[config.mk]
export PLATFORM = sky130hd
export DESIGN_NAME = syndrome_round_loader
export DESIGN_NICKNAME = d
export VERILOG_FILES = /design/src/rtl/parameters.sv /design/src/rtl/syndrome_round_loader_round_word_assembler.sv /design/src/rtl/syndrome_round_loader.sv
export SDC_FILE = /design/constraint.sdc
export NUM_CORES = 2
export LEC_CHECK = 0
export CAP_MARGIN = 20
export CORE_UTILIZATION = 48
export CTS_CLUSTER_SIZE = 28
export DETAILED_ROUTE_END_ITERATION = 7
export PLACE_DENSITY = 0.78
export SLEW_MARGIN = 15
export SYNTH_ARGS = -nofsm -noshare
export SYNTH_HDL_FRONTEND = slang
export SYNTH_SLANG_ARGS = --single-unit
[constraint.sdc]
create_clock -name clk -period 3.2 [get_ports clk]
set_input_delay 0.32 -clock clk [delete_from_list [all_inputs] [get_ports clk]]
set_output_delay 0.32 -clock clk [all_outputs]
set_load 0.05 [all_outputs]
[src/rtl/parameters.sv]
// Shared decoder-stage encodings plus the loader's decoder-tracking states and size helpers.
package parameters;
    localparam int STAGE_WIDTH = 3;

    localparam logic [STAGE_WIDTH-1:0] STAGE_IDLE                = 3'd0;
    localparam logic [STAGE_WIDTH-1:0] STAGE_MEASUREMENT_LOADING = 3'd1;
    localparam logic [STAGE_WIDTH-1:0] STAGE_GROWING             = 3'd2;
    localparam logic [STAGE_WIDTH-1:0] STAGE_MERGING             = 3'd3;
    localparam logic [STAGE_WIDTH-1:0] STAGE_PEELING             = 3'd4;
    localparam logic [STAGE_WIDTH-1:0] STAGE_RESULT_VALID        = 3'd5;

    localparam logic [1:0] DEC_FREE     = 2'd0;
    localparam logic [1:0] DEC_STARTING = 2'd1;
    localparam logic [1:0] DEC_BUSY     = 2'd2;

    function automatic int pu_count(input int dist_x, input int dist_z);
        return dist_x * dist_z * ((dist_x > dist_z) ? dist_x : dist_z);
    endfunction

    function automatic int words_per_round(input int pu, input int width);
        return (pu + width - 1) / width;
    endfunction
endpackage

[src/rtl/syndrome_round_loader_round_word_assembler.sv]
// Collects one round of stream words into the fill buffer; rejects rounds whose
// s_last does not land on the final word, resynchronising on a missing s_last.
module round_word_assembler
    import parameters::*;
#(
    parameter int INPUT_WIDTH = 64,
    parameter int PU_COUNT    = 576
) (
    input  logic                   clk,
    input  logic                   reset,
    input  logic [INPUT_WIDTH-1:0] s_data,
    input  logic                   s_valid,
    input  logic                   s_last,
    output logic                   s_ready,
    input  logic                   clear,
    output logic [PU_COUNT-1:0]    fill,
    output logic                   fill_full,
    output logic                   length_error
);
    localparam int WORDS = words_per_round(PU_COUNT, INPUT_WIDTH);
    localparam int IDX_W = (WORDS > 1) ? $clog2(WORDS) : 1;
    localparam logic [IDX_W-1:0] LAST_IDX = IDX_W'(WORDS - 1);

    logic [INPUT_WIDTH-1:0]       words [WORDS];
    logic [WORDS*INPUT_WIDTH-1:0] flat;
    logic [IDX_W-1:0]             word_idx;
    logic                         resync;
    logic                         xfer;

    assign s_ready = !fill_full && !reset;
    assign xfer    = s_valid && s_ready;

    always_ff @(posedge clk) begin
        if (reset) begin
            for (int k = 0; k < WORDS; k++) words[k] <= '0;
            word_idx     <= '0;
            fill_full    <= 1'b0;
            resync       <= 1'b0;
            length_error <= 1'b0;
        end else begin
            if (clear) fill_full <= 1'b0;
            if (xfer) begin
                // While resynchronising, everything through the next s_last is junk.
                if (resync) begin
                    if (s_last) resync <= 1'b0;
                end else begin
                    words[word_idx] <= s_data;
                    if (word_idx == LAST_IDX) begin
                        word_idx <= '0;
                        if (s_last) begin
                            fill_full <= 1'b1;
                        end else begin
                            length_error <= 1'b1;
                            resync       <= 1'b1;
                        end
                    end else if (s_last) begin
                        word_idx     <= '0;
                        length_error <= 1'b1;
                    end else begin
                        word_idx <= word_idx + IDX_W'(1);
                    end
                end
            end
        end
    end

    for (genvar k = 0; k < WORDS; k++) begin : g_flat
        assign flat[k*INPUT_WIDTH +: INPUT_WIDTH] = words[k];
    end

    assign fill = flat[PU_COUNT-1:0];
endmodule

[src/rtl/syndrome_round_loader.sv]
// Feeds assembled syndrome rounds to the decoder, launching one only when the decoder is free.
//   state        | meaning
//   DEC_FREE     | decoder idle; launch as soon as a full round is buffered
//   DEC_STARTING | launched; waiting for the decoder to leave IDLE
//   DEC_BUSY     | decoding; IDLE with result_valid or deadlock ends it
module syndrome_round_loader
    import parameters::*;
#(
    parameter int  CODE_DISTANCE_X = 4,
    parameter int  CODE_DISTANCE_Z = 12,
    parameter int  INPUT_WIDTH     = 64,
    localparam int PU_COUNT        = pu_count(CODE_DISTANCE_X, CODE_DISTANCE_Z)
) (
    input  logic                   clk,
    input  logic                   reset,
    input  logic [INPUT_WIDTH-1:0] s_data,
    input  logic                   s_valid,
    input  logic                   s_last,
    output logic                   s_ready,
    input  logic [STAGE_WIDTH-1:0] stage,
    input  logic                   result_valid,
    input  logic                   deadlock,
    output logic                   new_round_start,
    output logic [PU_COUNT-1:0]    measurements,
    output logic [31:0]            round_count,
    output logic                   length_error
);
    logic [1:0]          dec_state;
    logic [PU_COUNT-1:0] fill;
    logic                fill_full;
    logic                launch;

    assign launch = (dec_state == DEC_FREE) && fill_full && (stage == STAGE_IDLE);

    round_word_assembler #(
        .INPUT_WIDTH (INPUT_WIDTH),
        .PU_COUNT    (PU_COUNT)
    ) u_assembler (
        .clk          (clk),
        .reset        (reset),
        .s_data       (s_data),
        .s_valid      (s_valid),
        .s_last       (s_last),
        .s_ready      (s_ready),
        .clear        (launch),
        .fill         (fill),
        .fill_full    (fill_full),
        .length_error (length_error)
    );

    always_ff @(posedge clk) begin
        if (reset) begin
            dec_state       <= DEC_FREE;
            new_round_start <= 1'b0;
            measurements    <= '0;
            round_count     <= '0;
        end else begin
            new_round_start <= 1'b0;
            case (dec_state)
                DEC_FREE: begin
                    if (launch) begin
                        measurements    <= fill;
                        new_round_start <= 1'b1;
                        round_count     <= round_count + 32'd1;
                        dec_state       <= DEC_STARTING;
                    end
                end
                // Completion flags left over from the previous round are ignored here.
                DEC_STARTING: if (stage != STAGE_IDLE) dec_state <= DEC_BUSY;
                DEC_BUSY: begin
                    if (stage == STAGE_IDLE && (result_valid || deadlock)) dec_state <= DEC_FREE;
                end
                default: dec_state <= DEC_FREE;
            endcase
        end
    end
endmodule

==> flow_summary.toml <==
[status]
status = "complete, but fails checks"
violations = "design-rule violations, max-slew violations"

[clock_network]
clock-sinks = 1194
cts_tree = "done"
clk_path_buf_depth = 3
root_buffer = "clkbuf_16"
cts_buffers = 115
clock_latency_ps = 700
htree_levels = 3
clkTransAtPathRegs_ps = 60
cts_setup_buffers = 0
cts-hold-fix-buffers = 1
cts_resized = 0

[sta]
fmax_ghz = 0.390
period_share = 0.801
slew-limit-headroom = -0.00718
drv_slew = 40
setup_viol = 0
fin_crit_ps = 2560
rsz0062_at_grt = "false"
finalClockSkew_ps = 45.6
setup_slack_ps = 636
hold_viol_final = 0
setup_tns_ps = 0
worst_pin_slew_ps = 1510

[placed_design]
port_buffers = 683
place_ws_ps = 318
hpwl_um = 79900
finalWeightedCongestion = 0.818
dp_cells = 5622

[yosys]
synth_area_mm2 = 0.0430
synth_cells = 3999
syn_nets = 4078
yosys_register_bits = 1194
synth_seq_area_share = 0.689
yosys_warnings = 0
synth_edf_count = 576
async_reset_ff_frac = 0
synth.distinct_cells = 43
synth_top_flop_cell = "dfxtp_1"
synth_area_per_cell_um2 = 10.8

[critical_path]
crit_fanout = 68
crit_required_ps = 3740
worstSetupEndpointType = "register"
cp_slowest_cell = "dlygate4sd3_1"
crit_arrival_ps = 3110
crit_type = "in2reg"
cp_common_cell = "buf_4"
start_kind = "input port"
cp_cell_sequence = "dlygate4sd3_1, buf_8, or4b_1, buf_4, nor3_4, buf_12, buf_4, and3_1"
crit_path_max_incr_delay_ps = 560

[global_route]
gr-total-overflow = 0
grt_usage = 0.273
grt_max_degree = 195
antenna_found_initial = 6
grt_pass1_vias = 30900
grt_pass1_wl_um = 188000

[layout]
fin_cells = 5845
final_common_cell = "nand2_1"
utilization = 0.621
regArea_mm2 = 0.0297
multiInputGateArea_mm2 = 0.0122
num-nets-final = 4654
final_cell_mix = "nand2_1, clkdlybuf4s50_1, dfxtp_1"
areaGrowthSynthToFinish_pct = 28.0
final.fill_count = 6890
drive_above_1_share = 0.0588

[die]
fp.dieH_um = 301
io_pins = 684
dieArea_mm2 = 0.0909
die_x_um = 301
fp-row-count = 109
initial_core_util = 0.485
design.core.area_mm2 = 0.0886

[drt]
viasPerCell = 5.46
dr.pass1.iters = 8
wirelength_um = 127000
num_vias = 31900
wl_per_cell_um = 21.7
drc = 82
antenna_left = 0
drt_iter0_drc = 3142

[power]
power.leakage_uw = 0.0196
p_clk_frac = 0.446
seqPwrFrac = 0.527
intPower_uw = 24400
switching_power_uw = 6630
p_comb_frac = 0.026
powerDensity_mw_per_mm2 = 564
ir_worst_vdd_v = 0.000494
swShare = 0.214

[run]
maxCapViolCount = 0

[min_path]
hp-class = "reg2reg"
[registers in the layout (all words and copies together) (netlist names)]
signal	cells
dec_state	2
u_assembler.fill_full	1
measurements	576
round_count	32
new_round_start	1
u_assembler.resync	1
u_assembler.length_error	1
u_assembler.words	576
u_assembler.word_idx	4
[worst max-delay path, delay by kind of cell]
family | cells | cell delay (ps)
AND/OR/NAND/NOR | 3 | 1040
buffers and inverters | 5 | 1660
[Yosys cell counts (12+ instances only)]
| cell | number | area [um2] |
|---|---|---|
| dfxtp_1 | 618 | 12400 |
| nand2_1 | 1163 | 4370 |
| edfxtp_1 | 576 | 17300 |
| nand3_1 | 13 | 65.1 |
| or4_1 | 18 | 135 |
| buf_4 | 12 | 90.1 |
| o31ai_1 | 17 | 128 |
| nand4_1 | 13 | 81.3 |
| buf_2 | 71 | 355 |
| and3_1 | 262 | 1640 |
| and2_1 | 323 | 2020 |
| clkbuf_1 | 205 | 769 |
| nor2_1 | 21 | 78.8 |
| a21oi_1 | 603 | 3020 |
[routing by layer]
| metal | track usage | part of all wire |
|---|---|---|
| met1 | 0.352 | 0.39 |
| met5 | 0 | 0 |
| met4 | 0.131 | 0.047 |
| met3 | 0.0445 | 0.079 |
| met2 | 0.449 | 0.48 |
[area by class of cell]
cell class,count,share of cell area
Clock buffer,166,0.0590
Timing Repair Buffer,757,0.142
Clock inverter,54,0.0119
Tap cell,1165,0.0265
Inverter,8,0.000545
Sequential cell,1194,0.539
Multi-Input combinational cell,2499,0.221
Antenna cell,2,0.0000909
[logic make-up (layout without fill, tap and decap cells)]
logic type | count (synthesis) | after routing | share of synthesized area
AOI/OAI and AO/OA | 635 | 635 | 0.0753
xor gates and xnor gates | 8 | 8 | 0.00163
adders and majority gates | 6 | 6 | 0.00174
buffers and inverters | 306 | 985 | 0.0303
DFF | 1194 | 1194 | 0.689
muxes | 2 | 2 | 0.000494
other | 0 | 2 | 0
and+or+nand+nor | 1848 | 1848 | 0.201
[power by group through the flow]
stage	Combinational [uW]	Clock (uW)	Sequential [uW]
6_report	811	13900	16400
3_5_place_dp	811	0	16700
3_3_place_gp	802	0	16700
4_1_cts	814	14000	16400
2_1_floorplan	329	0	16700
5_1_grt	851	14700	16400
[through the flow]
step,total power (uW),instance area [um2],hold slack (ps)
floorplan,17000,43000,436
global placement,17500,51200,441
detailed placement,17500,51200,446
CTS,31200,55100,412
global route,31900,55100,461
finish,31000,55100,452
[worst paths after layout]
| kind | cells after the start | start | to | slack (ps) |
|---|---|---|---|---|
| setup / recovery | 8 | reset | u_assembler.words[2][50] | 640 |
| hold / removal | 2 | measurements[317] | measurements[317] | 450 |
| setup reg to reg | 6 | u_assembler.word_idx[0] | u_assembler.words[8][46] | 720 |
| hold reg to reg | 2 | measurements[317] | measurements[317] | 450 |
No activity file was read; power rests on OpenSTA's default activity.
